--- config.mk ---
export PLATFORM = sky130hd
export DESIGN_NAME = softmax_normalizer_div
export DESIGN_NICKNAME = d
export VERILOG_FILES = /design/src/rtl/softmax_fp_pkg.sv /design/src/rtl/fp32_div_core.sv /design/src/rtl/softmax_normalizer_div.sv
export SDC_FILE = /design/constraint.sdc
export NUM_CORES = 1
export LEC_CHECK = 0
export BUFFER_PORTS_ARGS = -buffer_cell sky130_fd_sc_hd__buf_2
export CORE_ASPECT_RATIO = 0.6
export CORE_MARGIN = 1
export CORE_UTILIZATION = 59
export DETAILED_ROUTE_END_ITERATION = 8
export PLACE_DENSITY = 0.9
export SETUP_SLACK_MARGIN = 0.3
export SYNTH_ARGS = -nofsm -noshare
export SYNTH_HDL_FRONTEND = slang
export SYNTH_SLANG_ARGS = --single-unit
--- constraint.sdc ---
create_clock -name clk -period 4.51 [get_ports clk]
set_input_delay 0.451 -clock clk [delete_from_list [all_inputs] [get_ports clk]]
set_output_delay 0.451 -clock clk [all_outputs]
set_load 0.02 [all_outputs]
--- src/rtl/softmax_fp_pkg.sv ---
// rtl/softmax_fp_pkg.sv - FP32 field layout, constants and FSM encoding for the softmax divider
package softmax_fp_pkg;
  localparam int SIGN_BIT = 31;
  localparam int EXP_MSB  = 30;
  localparam int EXP_LSB  = 23;
  localparam int MAN_W    = 23;
  localparam int EXP_BIAS = 127;

  localparam logic [31:0] FP32_POS_INF = 32'h7F80_0000;
  localparam logic [31:0] FP32_ZERO    = 32'h0000_0000;

  typedef enum logic [2:0] {
    ST_IDLE  = 3'd0,
    ST_CHECK = 3'd1,
    ST_DIV   = 3'd2,
    ST_NORM  = 3'd3,
    ST_DONE  = 3'd4
  } state_t;
endpackage

--- src/rtl/fp32_div_core.sv ---
// rtl/fp32_div_core.sv - restoring mantissa divider, one quotient bit per cycle, MSB first
module fp32_div_core #(
  parameter int QUO_BITS = 25
) (
  input  logic                clk,
  input  logic                rst,
  input  logic                start,
  input  logic [23:0]         fn,
  input  logic [23:0]         fd,
  output logic [QUO_BITS-1:0] q,
  output logic                done
);
  localparam int CNT_W = $clog2(QUO_BITS);

  logic [24:0]      rem;
  logic [23:0]      dvs;
  logic [CNT_W-1:0] cnt;
  logic             busy;
  logic             ge;
  logic [24:0]      diff;

  always_comb begin
    ge   = rem >= {1'b0, dvs};
    diff = rem - {1'b0, dvs};
    done = busy && (cnt == CNT_W'(QUO_BITS - 1));
  end

  // The partial remainder stays below 2*fd, so the top bit is always free before the shift.
  always_ff @(posedge clk) begin
    if (rst) begin
      rem  <= '0;
      dvs  <= '0;
      cnt  <= '0;
      q    <= '0;
      busy <= 1'b0;
    end else if (start) begin
      rem  <= {1'b0, fn};
      dvs  <= fd;
      cnt  <= '0;
      q    <= '0;
      busy <= 1'b1;
    end else if (busy) begin
      q   <= {q[QUO_BITS-2:0], ge};
      rem <= ge ? {diff[23:0], 1'b0} : {rem[23:0], 1'b0};
      cnt <= cnt + 1'b1;
      if (done) busy <= 1'b0;
    end
  end
endmodule

--- src/rtl/softmax_normalizer_div.sv ---
// rtl/softmax_normalizer_div.sv - FP32 e_i / S divider with streaming numerators and truncated result
module softmax_normalizer_div
  import softmax_fp_pkg::*;
#(
  parameter int DATA_WIDTH = 32,
  parameter int QUO_BITS   = 25
) (
  input  logic                  clk,
  input  logic                  rst,
  input  logic                  load_den,
  input  logic [DATA_WIDTH-1:0] den_in,
  input  logic                  in_valid,
  output logic                  in_ready,
  input  logic [DATA_WIDTH-1:0] in_data,
  output logic                  out_valid,
  input  logic                  out_ready,
  output logic [DATA_WIDTH-1:0] out_data,
  output logic                  div_by_zero
);
  localparam logic [30:0] INF_MAG = FP32_POS_INF[30:0];

  state_t state, state_n;
  logic [DATA_WIDTH-1:0] den_reg, num_q, dvs_q;
  logic                  accept, start, core_done;
  logic [QUO_BITS-1:0]   q;
  logic                  sgn, n_zero, d_zero;
  logic [7:0]            en, ed;
  logic signed [9:0]     e_raw, e_n;
  logic [MAN_W-1:0]      man;
  logic [DATA_WIDTH-1:0] norm_res;

  assign in_ready  = (state == ST_IDLE) && !rst;
  assign out_valid = (state == ST_DONE);
  assign accept    = in_valid && in_ready;

  always_comb begin
    sgn    = num_q[SIGN_BIT] ^ dvs_q[SIGN_BIT];
    en     = num_q[EXP_MSB:EXP_LSB];
    ed     = dvs_q[EXP_MSB:EXP_LSB];
    n_zero = (en == 8'd0);
    d_zero = (ed == 8'd0);
    e_raw  = 10'({2'b00, en}) - 10'({2'b00, ed}) + 10'(EXP_BIAS);
    // Quotient of two [1,2) mantissas lies in (0.5,2): at most one left shift normalises it.
    if (q[QUO_BITS-1]) begin
      man = q[QUO_BITS-2:1];
      e_n = e_raw;
    end else begin
      man = q[QUO_BITS-3:0];
      e_n = e_raw - 10'sd1;
    end
    if (e_n <= 10'sd0)        norm_res = {sgn, FP32_ZERO[30:0]};
    else if (e_n >= 10'sd255) norm_res = {sgn, INF_MAG};
    else                      norm_res = {sgn, e_n[7:0], man};
  end

  always_comb begin
    state_n = state;
    start   = 1'b0;
    case (state)
      ST_IDLE:  if (accept) state_n = ST_CHECK;
      ST_CHECK: begin
        if (n_zero || d_zero) state_n = ST_DONE;
        else begin
          start   = 1'b1;
          state_n = ST_DIV;
        end
      end
      ST_DIV:   if (core_done) state_n = ST_NORM;
      ST_NORM:  state_n = ST_DONE;
      ST_DONE:  if (out_ready) state_n = ST_IDLE;
      default:  state_n = ST_IDLE;
    endcase
  end

  always_ff @(posedge clk) begin
    if (rst) begin
      state       <= ST_IDLE;
      den_reg     <= '0;
      num_q       <= '0;
      dvs_q       <= '0;
      out_data    <= '0;
      div_by_zero <= 1'b0;
    end else begin
      state <= state_n;
      if (load_den) begin
        den_reg     <= den_in;
        div_by_zero <= 1'b0;
      end
      if (accept) begin
        num_q <= in_data;
        dvs_q <= load_den ? den_in : den_reg;
      end
      if (state == ST_CHECK) begin
        if (n_zero) out_data <= {sgn, FP32_ZERO[30:0]};
        else if (d_zero) begin
          out_data    <= {sgn, INF_MAG};
          div_by_zero <= 1'b1;
        end
      end
      if (state == ST_NORM) out_data <= norm_res;
    end
  end

  fp32_div_core #(.QUO_BITS(QUO_BITS)) u_core (
    .clk  (clk),
    .rst  (rst),
    .start(start),
    .fn   ({1'b1, num_q[MAN_W-1:0]}),
    .fd   ({1'b1, dvs_q[MAN_W-1:0]}),
    .q    (q),
    .done (core_done)
  );
endmodule

==> impl_metrics.tcl, run 1 <==
set metrics [dict create \
    cpMostUsedCell "inv_1" \
    cts_tree "yes" \
    syn_inst 1167 \
    ys_seq_area_share_pct 42.2 \
    postRouteAntennaNets 0 \
    tns_ns 0 \
    via_per_inst 5.78 \
    grt_setup_unrepaired "no" \
    drt-total-wl_um 23200 \
    grt_pass1_vias 7811 \
    cts_resized 0 \
    fin_ws_ns 0.818 \
    antenna_found_initial 1 \
    crit_slowest_cell "o41ai_2" \
    min_path_type "in2reg" \
    syn-cell-area_um2 10100 \
    max_stage_delay_ns 0.48 \
    cts.hold.buffers_added 0 \
    drc 0 \
    crit_arrival_ns 4.06 \
    crit_chain "inv_1, ha_1, inv_1, fa_1, inv_1, ha_1, xor3_2, nand3b_4, a211oi_2, xnor2_1, clkinv_1, o41ai_2, or4_4, o21ai_1" \
    max_freq_mhz 271 \
    drive_above_1_share_pct 12.7 \
    avgSynthCellArea_um2 8.62 \
    htree_levels 1 \
    grt_remaining_overflow 0 \
    final-hold-violation-count 0 \
    power_mw 6.26 \
    fp.dieH_um 103 \
    setup.worst_path.start_class "flip-flop" \
    cts-root-buf "clkbuf_16" \
    cts_setup_buffers 0 \
    grt_max_degree 89 \
    syn2layout_area_growth_pct 11.4 \
    synth_ff_type "dfxtp_1" \
    final_util_pct 68.2 \
    final_common_cell "dfxtp_1" \
    grt_pass1_wl_um 38100 \
    fin_worst_skew_ns 0.0114 \
    drv_slew 0 \
    drt-initial-drc-count 822 \
    power_density_nw_per_um2 558 \
    ys_seq_elements 212 \
    syn-num-nets 1274 \
    whs_ns 0.143 \
    ys_async_sr_fraction_pct 0 \
    drv_cap 0 \
    clk_path_buf_depth 3 \
    setup.worst_path.class "reg2reg" \
    cts_buffers 19 \
    fin_crit_ns 3.69 \
    vias 8513 \
    p_leak_nw 4.63 \
    endpoint_kind "flip-flop" \
    fill_cells 1352 \
    drt-pass1-iter-count 5 \
    max-vdd-ir-drop_v 0.000288 \
    multi_input_area_um2 5350 \
    status "finished clean" \
    ios 104 \
    setup_viol 0 \
    worst_pin_slew_ns 1.16 \
    gp_congestion 0.926 \
    grt_util_all_layers_pct 26.8 \
    dp_slack_ns 0.872 \
    die_w_um 171 \
    clk_pin_slew_worst_paths_ns 0.07 \
    min_period_over_period_pct 81.9 \
    cp.required_ns 4.87 \
    port_buffers 103 \
    core_um2 16400 \
    clock-sinks 212 \
    initial_core_util_pct 61.2 \
    dp_hpwl_um 15800 \
    worstSkewPairLatency_ns 0.49 \
    yosys_warnings 0 \
    fin_nets 1342 \
    seqCellArea_um2 4250 \
    path_max_fanout 23 \
    dieArea_um2 17600 \
    rows 36 \
    ys_types 66 \
    final_cell_mix "dfxtp_1, nand2_1, buf_2" \
    relSlewSlack_pct 23.0 \
    synth-edff-count 0 \
    routedWlPerCell_um 15.8 \
]
[cell families (layout without fill, tap and decap cells)]
logic type | count (synthesis) | after routing | synth area share, %
mux | 96 | 96 | 9.56
compound gates | 248 | 248 | 15.0
simple gates | 417 | 417 | 20.5
other cells | 0 | 1 | 0
buf+inv | 121 | 197 | 4.69
fa+ha+maj | 38 | 38 | 4.87
flops | 212 | 212 | 42.2
xor+xnor | 35 | 35 | 3.28
[cell type report]
cell class,instances,share of cell area (%)
clock buffers,25,4.44
diodes,1,0.0223
multi-input cells,834,47.7
repair buffers,115,5.42
well taps,228,2.54
flip-flops and latches,212,37.9
inverters,53,1.77
clock inverters,4,0.201
[layer usage]
metal	track usage [%]	vias up	wire, um
met2	40.7	280	9570
met4	6.79	0	437
met1	39.5	4003	11600
li1	-	4193	-
met5	0	-	0
met3	4.22	37	1610
[Yosys cell counts, drive strengths merged (8+ instances only)]
cell type | n | area, um2
a211oi | 19 | 153
a21oi | 71 | 355
and3 | 27 | 169
clkbuf | 61 | 229
dfxtp | 212 | 4240
ha | 36 | 450
inv | 52 | 195
mux2i | 95 | 951
nand2 | 159 | 597
nand2b | 8 | 57.6
nand3 | 10 | 50.1
nand3b | 58 | 448
nor2 | 99 | 372
nor2b | 10 | 62.6
nor3 | 10 | 50.1
o21ai | 81 | 405
o22ai | 22 | 144
or3 | 10 | 62.6
xnor2 | 19 | 174
xor2 | 15 | 131
[final timing paths]
path	cells after the start	end	from	slack (ns)
setup / recovery	14	out_data[4]	num_q[23]	0.82
hold / removal	3	num_q[16]	in_data[16]	0.14
setup reg to reg	14	out_data[4]	num_q[23]	0.82
hold reg to reg	2	out_data[6]	out_data[6]	0.45
[power by group]
part | internal, mW | switching (mW)
combinational | 1.09 | 1.59
sequential | 2.03 | 0.0997
clock | 0.773 | 0.679
total | 3.89 | 2.37
[metrics by stage]
step	cell area, um2	instances
detailed placement	10700	1442
global route	11200	1471
CTS	11200	1471
floorplan	10100	1167
finish	11200	1472
global placement	10700	1442
[worst max-delay path, delay by kind of cell, from the launching register on]
family,cells,cell delay [ns]
flip-flops,1,0.33
adder cells (fa/ha/maj),3,0.81
AO/OA/AOI/OAI,3,0.94
AND/OR/NAND/NOR,2,0.57
buffers and inverters,4,0.37
XOR/XNOR,2,0.53
No activity file was read; power rests on OpenSTA's default activity.
==> run 2: changes to the inputs <==
==> constraint.sdc (replaced) <==
create_clock -name clk -period 3.4 [get_ports clk]
set_input_delay 0.34 -clock clk [delete_from_list [all_inputs] [get_ports clk]]
set_output_delay 0.34 -clock clk [all_outputs]
set_load 0.02 [all_outputs]
==> impl_metrics.tcl, run 2 (synthesis gave the netlist of run 1 again) <==
set metrics [dict create \
    status "finished with violations" \
    violations "negative setup slack" \
    p_leak_nw 4.95 \
    clkPwrFrac_pct 24.7 \
    path_max_fanout 5 \
    max-vdd-ir-drop_v 0.000670 \
    drv_cap 0 \
    syn2layout_area_growth_pct 18.5 \
    grt_pass1_vias 8237 \
    whs_ns 0.0227 \
    final_cell_mix "dfxtp_1, nand2_1, buf_2" \
    antenna_found_initial 0 \
    cts-root-buf "clkbuf_16" \
    drc 0 \
    die_w_um 171 \
    max_freq_mhz 287 \
    final_util_pct 72.5 \
    endpoint_kind "flip-flop" \
    drive_above_1_share_pct 19.4 \
    drt-initial-drc-count 884 \
    p_comb_share_pct 45.8 \
    fp.dieH_um 103 \
    worstSkewPairLatency_ns 0.50 \
    initial_core_util_pct 61.2 \
    relSlewSlack_pct 33.1 \
    fin_worst_skew_ns 0.0122 \
    clk_path_buf_depth 3 \
    cts.hold.buffers_added 0 \
    clk_pin_slew_worst_paths_ns 0.07 \
    p_int_mw 6.00 \
    p_sw_mw 3.59 \
    setup_viol 24 \
    dieArea_um2 17600 \
    min_path_type "in2reg" \
    crit_arrival_ns 3.92 \
    drv_slew 0 \
    port_buffers 103 \
    antenna_cells 0 \
    worst_pin_slew_ns 1.00 \
    vias 8924 \
    min_period_over_period_pct 103 \
    drt-total-wl_um 25500 \
    grt_util_all_layers_pct 28.8 \
    cp.required_ns 3.83 \
    power_mw 9.59 \
    fin_nets 1370 \
    cts_tree "yes" \
    grt_max_degree 89 \
    postRouteAntennaNets 0 \
    setup.worst_path.start_class "flip-flop" \
    core_um2 16400 \
    fin_crit_ns 3.49 \
    fin_ws_ns -0.0886 \
    switching_share_pct 37.4 \
    routedWlPerCell_um 16.9 \
    htree_levels 1 \
    clock-sinks 212 \
    final-hold-violation-count 0 \
    drt-pass1-iter-count 5 \
    grt_remaining_overflow 0 \
    fill_cells 1187 \
    grt_setup_unrepaired "yes" \
    gp_congestion 0.908 \
    dp_hpwl_um 16300 \
    via_per_inst 5.93 \
    rows 36 \
    grt_pass1_wl_um 40800 \
    ios 104 \
    cts_buffers 20 \
    final_common_cell "dfxtp_1" \
    setup.worst_path.class "reg2reg" \
    p_seq_share_pct 29.5 \
    power_density_nw_per_um2 804 \
]
[run 2: what timing repair did]
action / in CTS / in global routing
setup endpoints to repair: 31 / 34
cloned: 3 / 0
pin swaps: 19 / 8
resized for setup: 32 / 26
setup buffers: 9 / 3
[run 2: stage by stage]
step	std cells	setup slack (ns)	setup TNS [ns]	cell area, um2
floorplan	1167	0.156	0	10100
CTS	1501	0.00907	0	11800
global placement	1454	-0.0166	-0.305	10800
finish	1504	-0.0886	-1.45	11900
global route	1504	-0.204	-4.36	11900
detailed placement	1454	-0.172	-3.52	10800
[run 2: area by class of cell]
type	instances	area, um2	share of cell area [%]
clock buffers	30	619	5.19
clock inverters	5	77.6	0.651
inverters	53	200	1.68
multi-input cells	837	5690	47.7
flip-flops and latches	212	4250	35.6
well taps	228	285	2.39
repair buffers	139	808	6.78
[run 2: path summary, 6_finish.rpt]
| check | from | end | slack, ns | cells past startpoint |
|---|---|---|---|---|
| worst max-delay path | num_q[23] | out_data[9] | -0.09 | 16 |
| worst min-delay path | in_data[14] | num_q[14] | 0.02 | 3 |
| worst min register to register | out_data[12] | out_data[12] | 0.44 | 2 |
| worst max register to register | num_q[23] | out_data[9] | -0.09 | 16 |
[run 2: routing by layer]
metal  global-route usage [%]  share of wire, %  wire [um]  vias to the layer above
li1                         -                 -          -                     4258
met5                        0                 0          0                        -
met3                     4.99               8.1       2070                       48
met1                     40.9                46      11800                     4218
met4                     8.04               2.2        560                        0
met2                     45.1                43      11100                      400
[run 2: worst max-delay path: stages (launching register included)]
cell	delay [ns]
dfxtp_2	0.33
inv_2	0.07
ha_4	0.13
inv_2	0.03
fa_2	0.53
inv_2	0.06
ha_4	0.15
xor3_2	0.27
nor3b_4	0.23
mux2i_4	0.12
buf_4	0.16
o31ai_4	0.20
xnor2_2	0.18
o41ai_4	0.16
buf_12	0.16
or4_4	0.50
o21ai_2	0.15
[run 2: power groups by stage]
stage                     Combinational (mW)  Sequential, mW  Clock, mW
after floorplan                         2.76            2.86          0
after global placement                  3.58            2.87          0
after detailed placement                3.70            2.87          0
after CTS                               4.09            2.82       2.39
after global routing                    4.68            2.85       2.49
final                                   4.39            2.83       2.37
==> run 3: changes to the inputs <==
--- a/config.mk
+++ b/config.mk
@@ -9,6 +9,7 @@
 export CORE_ASPECT_RATIO = 0.6
 export CORE_MARGIN = 1
 export CORE_UTILIZATION = 59
+export CTS_BUF_LIST = sky130_fd_sc_hd__clkbuf_16
 export DETAILED_ROUTE_END_ITERATION = 8
 export PLACE_DENSITY = 0.9
 export SETUP_SLACK_MARGIN = 0.3
==> impl_metrics.tcl, run 3 (synthesis gave the netlist of run 1 again) <==
set metrics [dict create \
    status "finished with violations" \
    violations "negative setup slack" \
    grt_max_degree 89 \
    fin_nets 1368 \
    fp.dieH_um 103 \
    fin_ws_ns -0.0359 \
    max_freq_mhz 291 \
    drive_above_1_share_pct 18.8 \
    min_path_type "in2reg" \
    gp_congestion 0.908 \
    worstSkewPairLatency_ns 0.50 \
    grt_remaining_overflow 0 \
    r2r_setup_slack_ns -0.04 \
    p_leak_nw 4.92 \
    clock-sinks 212 \
    final-hold-violation-count 0 \
    die_w_um 171 \
    setup.worst_path.class "reg2reg" \
    grt_pass1_wl_um 40400 \
    endpoint_kind "flip-flop" \
    crit_arrival_ns 3.87 \
    fin_crit_ns 3.44 \
    cp.required_ns 3.83 \
    vias 8862 \
    postRouteAntennaNets 0 \
    core_um2 16400 \
    routedWlPerCell_um 16.8 \
    fin_worst_skew_ns 0.0101 \
    clk_pin_slew_worst_paths_ns 0.07 \
    dp_hpwl_um 16300 \
    grt_setup_unrepaired "yes" \
    worst_pin_slew_ns 1.02 \
    grt_pass1_vias 8180 \
    drt-total-wl_um 25200 \
    whs_ns 0.0283 \
    cts-root-buf "clkbuf_16" \
    cts_buffers 20 \
    drt-initial-drc-count 814 \
    initial_core_util_pct 61.2 \
    dp_cells 1454 \
    htree_levels 1 \
    via_per_inst 5.90 \
    drt-pass1-iter-count 7 \
    max-vdd-ir-drop_v 0.000665 \
    path_max_fanout 6 \
    port_buffers 103 \
    final_cell_mix "dfxtp_1, nand2_1, buf_2" \
    syn2layout_area_growth_pct 17.8 \
    clk_path_buf_depth 3 \
    grt_util_all_layers_pct 28.4 \
    setup_viol 22 \
    drc 0 \
    final_common_cell "dfxtp_1" \
    drv_cap 0 \
    rows 36 \
    antenna_cells 0 \
    power_mw 9.41 \
    min_period_over_period_pct 101 \
    ios 104 \
    setup.worst_path.start_class "flip-flop" \
    power_density_nw_per_um2 794 \
    fin_cells 1502 \
    drv_slew 0 \
    relSlewSlack_pct 32.3 \
    antenna_found_initial 0 \
    cts_tree "yes" \
    dieArea_um2 17600 \
]
-- run 3: changes by cell type in the layout (fill, tap and decap cells not counted), moves of 3 or more --
| cell | change |
|---|---|
| inv_1 | +3 |
| clkbuf_1 | -3 |
| clkbuf_8 | -6 |
| clkinv_1 | +6 |
-- run 3: final cells by class --
class,count,area (um2)
Sequential cell,212,4250
Clock inverter,14,111
Clock buffer,21,526
Tap cell,228,285
Inverter,53,200
Multi-Input combinational cell,837,5690
Fill cell,1196,4590
Timing Repair Buffer,137,795
-- run 3: routing by layer --
| metal | GRT usage, % | vias up | share of wire [%] |
|---|---|---|---|
| li1 | - | 4254 | - |
| met3 | 5.18 | 58 | 8.2 |
| met2 | 43.9 | 388 | 42 |
| met4 | 8.04 | 0 | 2.6 |
| met5 | 0 | - | 0 |
| met1 | 40.6 | 4162 | 47 |
-- run 3: per-stage QoR --
step / instance area (um2) / setup slack [ns] / util [%] / setup TNS, ns
floorplan: 10100 / 0.156 / - / 0
global placement: 10800 / -0.0166 / 65.9 / -0.305
detailed placement: 10800 / -0.172 / 65.9 / -3.52
CTS: 11700 / 0.00826 / 71.2 / 0
global route: 11900 / -0.181 / 72.1 / -4.16
finish: 11900 / -0.0359 / 72.1 / -0.339
-- run 3: final timing paths --
path,endpoint,depth (start not counted),from
hold reg to reg,out_data[12],2,out_data[12]
setup / recovery,out_data[1],16,num_q[23]
hold / removal,num_q[15],3,in_data[15]
setup reg to reg,out_data[1],16,num_q[23]
-- run 3: what timing repair did --
action / in CTS / in global routing
resized for setup: 32 / 27
buffers inserted: 9 / 1
pin swaps: 17 / 9
setup endpoints to repair: 31 / 34
gates cloned: 3 / 0
hold buffers: 0 / 0
-- run 3: critical path, stage by stage, from the launching register on --
cell and delay (ns):
dfxtp_2 0.33, inv_2 0.07, ha_4 0.13, inv_2 0.03, fa_1 0.46, inv_2 0.11, ha_4 0.13, xor3_2 0.29
nand3b_4 0.19, a211oi_4 0.32, buf_4 0.18, nand3_4 0.07, nand2b_4 0.11, o41ai_4 0.11, clkbuf_16 0.17, or4_4 0.50
o21ai_2 0.15
-- run 3: power breakdown --
group / switching (mW) / internal, mW
combinational: 2.48 / 1.88
sequential: 0.143 / 2.69
clock: 0.949 / 1.27
